`config.mk`:
```
export PLATFORM = sky130hd
export DESIGN_NAME = mc_sequencer
export DESIGN_NICKNAME = d
export VERILOG_FILES = /design/src/rtl/mc_sequencer.sv
export SDC_FILE = /design/constraint.sdc
export NUM_CORES = 1
export LEC_CHECK = 0
export ABC_CLOCK_PERIOD_IN_PS = 2190
export CORE_ASPECT_RATIO = 0.6
export CORE_MARGIN = 2
export CORE_UTILIZATION = 45
export CTS_CLUSTER_SIZE = 8
export DETAILED_ROUTE_END_ITERATION = 7
export PLACE_DENSITY = 0.77
export SETUP_SLACK_MARGIN = 0.05
export SLEW_MARGIN = 20
export SYNTH_ARGS = -nofsm -noshare
export SYNTH_HDL_FRONTEND = slang
export SYNTH_SLANG_ARGS = --single-unit
```
`constraint.sdc`:
```
create_clock -name Clk -period 2.19 [get_ports Clk]
set_clock_uncertainty 0.2 [all_clocks]
set_input_delay 0.3285 -clock Clk [delete_from_list [all_inputs] [get_ports Clk]]
set_output_delay 0.3285 -clock Clk [all_outputs]
set_load 0.005 [all_outputs]
```
`src/rtl/mc_sequencer.sv`:
```
// Multicycle control FSM for the simpleCPU datapath: register enables, mux selects, memory handshake.
// Optional trap state for unknown opcodes is built when SEQ_TRAP_EN is defined.
module mc_sequencer #(
  parameter int unsigned MAX_WAIT = 15,
  parameter int unsigned WCNT_W   = 8
) (
  input  logic       Clk,
  input  logic       Clrn,
  input  logic [5:0] Op,
  input  logic       Zero,
  input  logic       MemReady,
  output logic       MemReq,
  output logic       MemWrite,
  output logic       IorD,
  output logic       PCEn,
  output logic       IREn,
  output logic       AEn,
  output logic       BEn,
  output logic       ALUOutEn,
  output logic       MDREn,
  output logic       RegWrite,
  output logic       RegDst,
  output logic       MemToReg,
  output logic       ALUSrcA,
  output logic [1:0] ALUSrcB,
  output logic [1:0] ALUOp,
  output logic [1:0] PCSrc,
  output logic [3:0] State,
  output logic       Halted
);

  localparam logic [3:0] S_FETCH  = 4'd0;
  localparam logic [3:0] S_DECODE = 4'd1;
  localparam logic [3:0] S_MEMADR = 4'd2;
  localparam logic [3:0] S_MEMRD  = 4'd3;
  localparam logic [3:0] S_MEMWB  = 4'd4;
  localparam logic [3:0] S_MEMWR  = 4'd5;
  localparam logic [3:0] S_EXEC   = 4'd6;
  localparam logic [3:0] S_RWB    = 4'd7;
  localparam logic [3:0] S_BRANCH = 4'd8;
  localparam logic [3:0] S_JUMP   = 4'd9;
  localparam logic [3:0] S_ADDIEX = 4'd10;
  localparam logic [3:0] S_ADDIWB = 4'd11;
`ifdef SEQ_TRAP_EN
  localparam logic [3:0] S_TRAP   = 4'd12;
`endif
  localparam logic [3:0] S_HALT   = 4'd15;

  localparam logic [5:0] OP_R    = 6'b000000;
  localparam logic [5:0] OP_LW   = 6'b100011;
  localparam logic [5:0] OP_SW   = 6'b101011;
  localparam logic [5:0] OP_BEQ  = 6'b000100;
  localparam logic [5:0] OP_J    = 6'b000010;
  localparam logic [5:0] OP_ADDI = 6'b001000;

  logic [3:0]        state, state_nxt;
  logic [WCNT_W-1:0] wcnt, wcnt_nxt;
  logic              wait_expired;

  // Raw (ungated) decode of the current state
  logic       mem_req, mem_write, iord, pc_en, ir_en, a_en, b_en, aluout_en, mdr_en;
  logic       reg_write, reg_dst, mem_to_reg, alu_src_a, halted;
  logic [1:0] alu_src_b, alu_op, pc_src;

  // State and wait-counter registers
  always_ff @(posedge Clk or negedge Clrn) begin
    if (!Clrn) begin
      state <= S_FETCH;
      wcnt  <= '0;
    end else begin
      state <= state_nxt;
      wcnt  <= wcnt_nxt;
    end
  end

  // The access that would bring the counter to MAX_WAIT is the last one tolerated
  assign wait_expired = (wcnt == WCNT_W'(MAX_WAIT - 1));

  // Next-state and raw output decode
  always_comb begin
    state_nxt  = state;
    mem_req    = 1'b0;
    mem_write  = 1'b0;
    iord       = 1'b0;
    pc_en      = 1'b0;
    ir_en      = 1'b0;
    a_en       = 1'b0;
    b_en       = 1'b0;
    aluout_en  = 1'b0;
    mdr_en     = 1'b0;
    reg_write  = 1'b0;
    reg_dst    = 1'b0;
    mem_to_reg = 1'b0;
    alu_src_a  = 1'b0;
    alu_src_b  = 2'b00;
    alu_op     = 2'b00;
    pc_src     = 2'b00;
    halted     = 1'b0;
    case (state)
      S_FETCH: begin
        mem_req   = 1'b1;
        alu_src_b = 2'b01;
        ir_en     = MemReady;
        pc_en     = MemReady;
        if (MemReady)          state_nxt = S_DECODE;
        else if (wait_expired) state_nxt = S_HALT;
      end
      S_DECODE: begin
        a_en      = 1'b1;
        b_en      = 1'b1;
        aluout_en = 1'b1;
        alu_src_b = 2'b11;
        case (Op)
          OP_LW, OP_SW: state_nxt = S_MEMADR;
          OP_R:         state_nxt = S_EXEC;
          OP_BEQ:       state_nxt = S_BRANCH;
          OP_J:         state_nxt = S_JUMP;
          OP_ADDI:      state_nxt = S_ADDIEX;
`ifdef SEQ_TRAP_EN
          default:      state_nxt = S_TRAP;
`else
          default:      state_nxt = S_FETCH;
`endif
        endcase
      end
      S_MEMADR: begin
        alu_src_a = 1'b1;
        alu_src_b = 2'b10;
        aluout_en = 1'b1;
        state_nxt = (Op == OP_LW) ? S_MEMRD : S_MEMWR;
      end
      S_MEMRD: begin
        mem_req = 1'b1;
        iord    = 1'b1;
        mdr_en  = MemReady;
        if (MemReady)          state_nxt = S_MEMWB;
        else if (wait_expired) state_nxt = S_HALT;
      end
      S_MEMWB: begin
        reg_write  = 1'b1;
        mem_to_reg = 1'b1;
        state_nxt  = S_FETCH;
      end
      S_MEMWR: begin
        mem_req   = 1'b1;
        mem_write = 1'b1;
        iord      = 1'b1;
        if (MemReady)          state_nxt = S_FETCH;
        else if (wait_expired) state_nxt = S_HALT;
      end
      S_EXEC: begin
        alu_src_a = 1'b1;
        alu_op    = 2'b10;
        aluout_en = 1'b1;
        state_nxt = S_RWB;
      end
      S_RWB: begin
        reg_write = 1'b1;
        reg_dst   = 1'b1;
        state_nxt = S_FETCH;
      end
      S_BRANCH: begin
        alu_src_a = 1'b1;
        alu_op    = 2'b01;
        pc_src    = 2'b01;
        pc_en     = Zero;
        state_nxt = S_FETCH;
      end
      S_JUMP: begin
        pc_src    = 2'b10;
        pc_en     = 1'b1;
        state_nxt = S_FETCH;
      end
      S_ADDIEX: begin
        alu_src_a = 1'b1;
        alu_src_b = 2'b10;
        aluout_en = 1'b1;
        state_nxt = S_ADDIWB;
      end
      S_ADDIWB: begin
        reg_write = 1'b1;
        state_nxt = S_FETCH;
      end
`ifdef SEQ_TRAP_EN
      S_TRAP: begin
        pc_src    = 2'b11;
        pc_en     = 1'b1;
        state_nxt = S_FETCH;
      end
`endif
      S_HALT: begin
        halted    = 1'b1;
        state_nxt = S_HALT;
      end
      default: state_nxt = S_FETCH;
    endcase
  end

  // Count stalled access cycles; any completed access or non-memory state clears it
  always_comb begin
    wcnt_nxt = '0;
    if (mem_req && !MemReady) wcnt_nxt = wcnt + WCNT_W'(1);
  end

  // Everything reads 0 while reset is asserted, so a reset mid-access drops MemReq at once
  assign MemReq   = Clrn & mem_req;
  assign MemWrite = Clrn & mem_write;
  assign IorD     = Clrn & iord;
  assign PCEn     = Clrn & pc_en;
  assign IREn     = Clrn & ir_en;
  assign AEn      = Clrn & a_en;
  assign BEn      = Clrn & b_en;
  assign ALUOutEn = Clrn & aluout_en;
  assign MDREn    = Clrn & mdr_en;
  assign RegWrite = Clrn & reg_write;
  assign RegDst   = Clrn & reg_dst;
  assign MemToReg = Clrn & mem_to_reg;
  assign ALUSrcA  = Clrn & alu_src_a;
  assign ALUSrcB  = {2{Clrn}} & alu_src_b;
  assign ALUOp    = {2{Clrn}} & alu_op;
  assign PCSrc    = {2{Clrn}} & pc_src;
  assign Halted   = Clrn & halted;
  assign State    = state;

endmodule

```
### After elaboration in Yosys (flattened, before gate mapping)

Cells that the tools add are included.

* register bits after elaboration: 12
* bits of input ports: 10
* output and inout bits: 24

* $add $sub $neg: 1
* eq/ne operators: 18
* mux-type cells: 24
* bitwise operators: 16
* reductions and logical operators: 11

Operators by type and width (number)
* 4-bit one-hot mux with 8 select lines: 1
* 4-bit equality test (second input constant): 5
* 4-bit one-hot mux with 5 select lines: 1
* 4-bit by 3-bit equality test with 1-bit output (second input constant): 4
* 4-bit two-way mux: 4
* 1-bit bitwise AND: 13
* 6-bit equality test (second input constant): 2
* 1-bit two-way mux: 12
* 8-bit by 1-bit adder with 8-bit output (second input constant): 1
* 4-bit by 2-bit equality test with 1-bit output (second input constant): 2
* 8-bit by 4-bit equality test with 1-bit output (second input constant): 1
* 8-bit two-way mux: 1
* 2-bit one-hot mux with 2 select lines: 2
* 4-bit OR reduction: 2
* 2-bit bitwise AND: 3
* 6-bit by 2-bit equality test with 1-bit output (second input constant): 1
* 6-bit by 3-bit equality test with 1-bit output (second input constant): 1
* 6-bit by 4-bit equality test with 1-bit output (second input constant): 1
* 6-bit logical NOT: 1
* 2-bit one-hot mux with 3 select lines: 1
* 2-bit OR reduction: 3
* 3-bit OR reduction: 2
* 4-bit by 1-bit equality test with 1-bit output (second input constant): 1
* 4-bit logical NOT: 1
* 4 further kinds: 4

### Longest topological paths before layout

Gate-level depths: netlist of the first run.

* depth after elaboration: 5
* mapped depth: 6
* mapped depth without buffers: 5

### Least setup slack after synthesis of the first run

OpenSTA, ideal clock, no wires.

* path type: flip-flop to output port
* from: reg state[3], in the netlist State[3]
* to: out ALUOutEn
* arrival time: 1.213 ns
* path slack: 0.448 ns
* cell stages (with the launch flop): 4
* buffers on the path: 1
* path through: dfrtp_1 -> buf_6 -> or4b_4 -> a21boi_0

* cells in the longest elaborated chain, start to end: 4

Ends and longest elaborated chain
* from (decl): line 56 `logic [3:0] state, state_nxt;`
* from (signal assigned): line 71 `state <= state_nxt;`
* 4-bit by 1-bit equality test with 1-bit output, or another cell as far along: line 99 `case (state)`
* 4-bit OR reduction (no source line) *
* 1-bit two-way mux *: line 99
* 1-bit bitwise AND *: line 213 `assign ALUOutEn = Clrn & aluout_en;`
* to (decl): line 19 `output logic ALUOutEn,`

Mark *: on every way between the ends. The rest lies on a longest branch, timed or not.

### Worst setup path in the final report of the first run

* from: reg state[2], in the netlist State[2]
* to: out RegWrite

* cells in the longest elaborated chain, start to end: 4

Ends and longest elaborated chain
* 4-bit by 3-bit equality test with 1-bit output / 4-bit equality test (equally long branches): line 99
* 3-bit OR reduction (no source line) *
* 1-bit two-way mux *: line 99
* 1-bit bitwise AND *: line 215 `assign RegWrite = Clrn & reg_write;`
* to (decl): line 21 `output logic RegWrite,`

Marked as above.

==> flow_summary_export.csv, run 1 <==
group,metric,value,unit
clock_tree,cts_tree,"yes",
routing,postRouteAntennaNets,0,
global_routing,grt_pass1_wl,5.42,mm
yosys,syn_nets,142,
yosys,synth_edf_count,0,
yosys,synth_area,0.00101,mm2
routing,drt_first_iter_violations,104,
yosys,ys_async_sr_fraction,100,%
yosys,synthTopCellsByCount,"nor2_1 (26), nand2_1 (13), dfrtp_1 (12)",
worst_setup_path,crit_start,"State[2]",
floorplan,core,0.00215,mm2
worst_setup_path,cpMostUsedCell,"buf_6",
floorplan,die_w,65.2,um
cells_and_area,drive_gt1_share,24.6,%
global_routing,grt_start_max_net_pins,25,
yosys,synth_flop_cell,"dfrtp_1",
cells_and_area,n_antenna_cell,0,
sta,final.setup.worst_slack,69.9,ps
floorplan,start_util,47.1,%
routing,wl_per_cell,18.2,um
worst_setup_path,cpPeakStageDelay,400,ps
cells_and_area,instances_no_fill,213,
yosys,synth_top_family_by_area,"simple AND/OR/NAND/NOR gates",
yosys,synth_mux_area_share,0,%
worst_setup_path,crit_path_start_kind,"flop",
yosys,ys_types,40,
placed_design,post-place-ws,-259,ps
clock_tree,htree_levels,1,
yosys,synthXorXnorAreaFrac,8.66,%
global_routing,first_global_vias,1048,
floorplan,dieHeight,40.7,um
sta,worstMarginPinSlew,305,ps
yosys,synth.most_common_cell,"nor2_1",
yosys,avgSynthCellArea,7.78,um2
sta,relSlewSlack,79.4,%
worst_setup_path,rr_startpoint,"State[1]",
sta,finalCritPeriodShare,96.8,%
yosys,synth_top_cell_by_area,"dfrtp_1",
floorplan,rows,13,
yosys,synth-seq-cells,12,
placed_design,placed_cells,200,
cells_and_area,num-nets-final,196,
worst_setup_path,arrival,1590,ps
clock_tree,cts-root-buf,"clkbuf_8",
worst_setup_path,critical-path-top-delay-family,"buffers and inverters",
sta,max_freq,472,MHz
yosys,synth-compound-area-share,13.2,%
power,total_power,1.38,mW
yosys,yosys.area_share.simple,39.9,%
yosys,synth_fa_ha_area_share,2.48,%
clock_tree,clock_sinks,12,
sta,rsz0062_at_grt,"yes",
sta,hold_viol_final,0,
sta,fin_crit,2120,ps
yosys,yosys_warnings,0,
floorplan,pin_count,34,
worst_setup_path,slowest_stage,"dfrtp_1",
worst_setup_path,ff2ff_path_depth,5,
power,ir_drop,0.000369,V
min_path,hold_path_class,"primary input to async pin",
outcome,outcome,"finished, final reports clean",
yosys,ys_seq_area_share,29.7,%
yosys,synth_area_leaders,"dfrtp_1 (30%), nor2_1 (9.7%), xor2_1 (5.2%), nand2_1 (4.8%), nor4b_1 (3.5%)",
yosys,synth_top_area_share,29.7,%
floorplan,dieArea,0.00265,mm2
clock_tree,cts.clk_slew.worst_paths,60,ps
routing,drc,0,
placed_design,io_buffers,33,
global_routing,antenna_found_initial,0,
routing,vias,1246,
worst_setup_path,path_cells,"buf_6 > buf_6 > xnor2_4 > nor2_1 > o21a_1 > dlygate4sd2_1",
worst_setup_path,cp.depth,6,
global_routing,overflow,0,
power,pwr_density_cell,809,mW/mm2
sta,slew_violations,0,
clock_tree,clk_latency,250,ps
clock_tree,cts_buffers,3,
placed_design,dpl.hpwl,2.40,mm
worst_setup_path,endpoint_kind,"output port",
routing,routed_wl,3.88,mm
routing,dr.pass1.iters,4,
clock_tree,cts_buffer_depth,2,
worst_setup_path,critPathRequiredTime,1660,ps
sta,finalSetupViolations,0,
worst_setup_path,worstPathMaxFanout,5,
global_routing,grt_usage,28.8,%
worst_setup_path,path_buf_inv,3,
placed_design,gp_congestion,0.880,
worst_setup_path,critical_path_class,"flop to output port",
cells_and_area,syn_to_final_growth,68.9,%
power,cellLeakagePower,0.795,nW
run,maxCapViolCount,0,
routing,via_per_inst,5.85,
yosys,synth_cells,130,
registers in the layout (all words and copies together) (netlist names):
| name | count |
|---|---|
| State | 4 |
| wcnt | 8 |
cell usage in the layout, fill, tap and decap left out, types with 3 or more instances in the layout:
cell / instances
nor2_1: 24
inv_1: 3
xor2_1: 6
a21oi_1: 3
and2_1: 3
nand3_1: 4
clkbuf_8: 4
dfrtp_1: 12
buf_4: 17
nand2b_1: 5
clkdlybuf4s50_1: 13
dlygate4sd2_1: 18
nor3_1: 6
buf_12: 3
nand2_1: 11
buf_6: 3
area by class of cell:
| type | count | area, um2 |
|---|---|---|
| well taps | 30 | 37.5 |
| flip-flops and latches | 12 | 300 |
| fillers | 143 | 439 |
| clock buffers | 4 | 55.1 |
| multi-input cells | 106 | 742 |
| repair buffers | 58 | 562 |
| inverters | 3 | 11.3 |
per-layer routing:
metal / vias up / wire length (um) / global-route usage, %
li1: 559 / - / -
met4: 0 / 109 / 9.90
met2: 84 / 1730 / 46.4
met5: - / 0 / 0
met1: 586 / 1620 / 37.5
met3: 17 / 412 / 9.34
worst reg2reg max path, stage by stage, from the launching register on:
cell,delay (ps)
dfrtp_1,420
or4b_4,560
buf_4,170
nor4_4,200
nand3b_1,140
o311ai_1,130
cell families after synthesis:
family,count (synthesis)
adder cells (fa/ha/maj),2
XOR/XNOR,10
flip-flops,12
AND/OR/NAND/NOR,75
buffers and inverters,12
AO/OA/AOI/OAI,19
timing repair:
action                                  4_1_cts  5_1_grt
hold buffers                                  1        0
buffers inserted                              5        2
pin swaps                                     1        2
gates resized for setup                      44        8
gates cloned                                  1        0
endpoints found under the hold margin         2        0
endpoints found under the setup margin       20        5
final timing paths:
| check | endpoint | slack, ps |
|---|---|---|
| worst max-delay path | RegWrite | 70 |
| worst max register to register | State[2] | 250 |
| worst min-delay path | wcnt[5] | 1 |
| max in group asynchronous | State[0] | 1060 |
| min in group Clk | wcnt[0] | 310 |
| worst min register to register | wcnt[0] | 310 |
metrics by stage:
step / TNS (ps) / hold WS (ps) / instance area (um2) / util [%]
finish: 0 / 1.29 / 1710 / 79.5
detailed placement: -3130 / 304 / 1450 / 67.5
global placement: -2880 / 293 / 1450 / 67.5
floorplan: 0 / -167 / 1010 / -
global route: 0 / 15.4 / 1710 / 79.5
CTS: 0 / 1.38 / 1680 / 78.1
where the power goes:
| group | switching, mW | total, mW | internal [mW] |
|---|---|---|---|
| logic | 0.401 | 0.836 | 0.436 |
| registers | 0.0370 | 0.291 | 0.254 |
| clock network | 0.0942 | 0.254 | 0.160 |
Power figures use the tool's default switching activity.
==> run 2: changes to the inputs <==
--- a/config.mk
+++ b/config.mk
@@ -17,3 +17,4 @@
 export SYNTH_ARGS = -nofsm -noshare
 export SYNTH_HDL_FRONTEND = slang
 export SYNTH_SLANG_ARGS = --single-unit
+export TNS_END_PERCENT = 100
==> results of run 2 <==
Final layout, timing and power as in run 1 (identical DEF).
==> run 3: changes to the inputs <==
--- a/config.mk
+++ b/config.mk
@@ -5,7 +5,9 @@
 export SDC_FILE = /design/constraint.sdc
 export NUM_CORES = 1
 export LEC_CHECK = 0
+export ABC_AREA = 1
 export ABC_CLOCK_PERIOD_IN_PS = 2190
+export CAP_MARGIN = 20
 export CORE_ASPECT_RATIO = 0.6
 export CORE_MARGIN = 2
 export CORE_UTILIZATION = 45
==> flow_summary_export.csv, run 3 <==
group,metric,value,unit
outcome,outcome,"finished, final reports clean",
worst_setup_path,rr_startpoint,"State[2]",
yosys,synth_flop_cell,"dfrtp_1",
placed_design,gp_congestion,0.920,
sta,max_freq,485,MHz
cells_and_area,regMostFlops,"wcnt",
global_routing,grt_usage,20.6,%
power,pwr_density_cell,705,mW/mm2
clock_tree,cts_buffer_depth,2,
yosys,synth_area_leaders,"dfrtp_1 (30%), nor2_1 (16%), nand2_1 (14%), inv_1 (8.9%), nand3_1 (8.4%)",
yosys,synthTopCellsByCount,"nor2_1 (42), nand2_1 (38), inv_1 (24)",
placed_design,postPlaceCellArea,0.00141,mm2
worst_setup_path,endpoint_kind,"output port",
clock_tree,cts_buffers,3,
cells_and_area,instances_no_fill,246,
cells_and_area,n_antenna_cell,0,
worst_setup_path,ff2ff_path_depth,7,
sta,fin_crit,2060,ps
routing,dr.pass1.iters,4,
worst_setup_path,ff2ff_setup_slack,670,ps
power,ir_drop,0.000496,V
sta,worstMarginPinSlew,247,ps
sta,rsz0062_at_grt,"no",
yosys,ys_seq_area_share,29.7,%
routing,via_per_inst,4.90,
sta,slew_violations,0,
yosys,synth_top_area_share,29.7,%
worst_setup_path,arrival,1530,ps
global_routing,grt_start_max_net_pins,14,
cells_and_area,num-nets-final,229,
routing,drc,0,
floorplan,pin_count,34,
placed_design,placed_cells,234,
clock_tree,htree_levels,1,
cells_and_area,layout_common_cells,"nor2_1 (36), nand2_1 (32), inv_1 (17), nand3_1 (16), dlymetal6s2s_1 (14)",
cells_and_area,num-fill-cells,162,
yosys,yosys_warnings,0,
cells_and_area,largest_reg_flops,8,
floorplan,dieHeight,40.7,um
yosys,ys_async_sr_fraction,100,%
sta,finalSetupViolations,0,
worst_setup_path,critical_path_class,"flop to output port",
floorplan,start_util,47.1,%
sta,hold_viol_final,0,
floorplan,dieArea,0.00265,mm2
placed_design,io_buffers,33,
yosys,synth_area,0.00101,mm2
clock_tree,ctsHoldBuffers,0,
power,cellLeakagePower,1.04,nW
yosys,synth_top_cell_by_area,"dfrtp_1",
sta,final.setup.worst_slack,130,ps
worst_setup_path,worstPathMaxFanout,5,
yosys,ys_types,22,
clock_tree,clk_latency,240,ps
routing,drt_first_iter_violations,87,
global_routing,grt_pass1_wl,4.21,mm
routing,wl_per_cell,11.7,um
cells_and_area,fin_area,0.00165,mm2
floorplan,die_w,65.2,um
sta,finalCritPeriodShare,94.1,%
cells_and_area,drive_gt1_share,25.5,%
yosys,synth.most_common_cell,"nor2_1",
worst_setup_path,reg2reg_to,"wcnt[7]",
clock_tree,clock_sinks,12,
yosys,syn_nets,179,
sta,setup_tns,0,ps
floorplan,core,0.00215,mm2
cells_and_area,syn_to_final_growth,62.7,%
yosys,synth_edf_count,0,
worst_setup_path,critPathRequiredTime,1660,ps
yosys,synth-seq-cells,12,
routing,postRouteAntennaNets,0,
cells_and_area,layout_commonest_cell,"nor2_1",
yosys,avgSynthCellArea,6.05,um2
min_path,hold_path_class,"primary input to async pin",
yosys,synth_cells,167,
routing,routed_wl,2.87,mm
clock_tree,cts.clk_slew.worst_paths,50,ps
global_routing,first_global_vias,956,
sta,relSlewSlack,83.5,%
global_routing,antenna_found_initial,0,
global_routing,overflow,0,
placed_design,post-place-ws,-134,ps
clock_tree,cts-root-buf,"clkbuf_8",
placed_design,dpl.hpwl,2.08,mm
worst_setup_path,crit_path_start_kind,"flop",
clock_tree,cts_tree,"yes",
floorplan,rows,13,
routing,vias,1205,
run,maxCapViolCount,0,
run 3: timing repair:
item                                    CTS  global route
cloned                                    0             0
gates resized for setup                  25            31
buffers inserted                          4             4
endpoints found under the setup margin   20            14
pin swaps                                 4             6
run 3: logic make-up (layout without fill, tap and decap cells):
logic type	Yosys count	count (layout)	synth area share, %
and+or+nand+nor	109	109	47.8
adders and majority gates	2	2	2.47
AOI/OAI and AO/OA	16	16	8.79
DFF	12	12	29.7
xor gates and xnor gates	1	1	0.866
buffers and inverters	27	76	10.4
run 3: area by class of cell:
cell class	instances	area, um2	area share [%]
clock buffer	4	55.1	3.35
inverter	25	96.3	5.86
multi-input combinational	128	686	41.7
sequential	12	305	18.6
tap	30	37.5	2.28
timing repair buffer	47	465	28.3
run 3: per-stage QoR:
step / power, mW / util (%) / hold slack, ps
after floorplan: 0.547 / - / -167
after global placement: 0.778 / 65.8 / 268
after detailed placement: 0.784 / 65.8 / 278
after CTS: 1.09 / 71.6 / 298
after global routing: 1.22 / 76.6 / 34.2
final: 1.16 / 76.6 / 2.63
run 3: where the power goes:
group          leakage (nW)  switching [mW]  total (mW)  internal (mW)
logic                 0.852           0.312       0.605          0.293
clock network        0.0288          0.0849       0.244          0.159
registers             0.158          0.0573       0.311          0.253
run 3: worst max path at each step:
stage / end / slack (ps) / depth (start not counted) / startpoint
5_1_grt: PCEn / 50 / 7 / State[2]
3_3_place_gp: PCEn / -100 / 6 / Clrn
2_1_floorplan: BEn / 570 / 4 / State[2]
6_report: PCEn / 130 / 7 / State[2]
3_5_place_dp: PCEn / -130 / 6 / Clrn
4_1_cts: ALUSrcB[1] / -70 / 4 / State[3]
run 3: layer usage:
| metal | wire, um | share of wire (%) | track usage (%) | vias to the layer above |
|---|---|---|---|---|
| met5 | 0 | 0 | 0 | - |
| met2 | 1220 | 43 | 31.4 | 43 |
| met1 | 1420 | 50 | 31.1 | 541 |
| met4 | 6 | 0.21 | 0.521 | 0 |
| li1 | - | - | - | 619 |
| met3 | 218 | 7.6 | 4.95 | 2 |
run 3: worst max-delay path: stages (launching register included):
cell and delay [ps]:
dfrtp_2 470, nor2_4 140, buf_6 130, nand3_2 90, nor2_2 140, nor2_1 50
nand2_1 50, dlygate4sd2_1 220
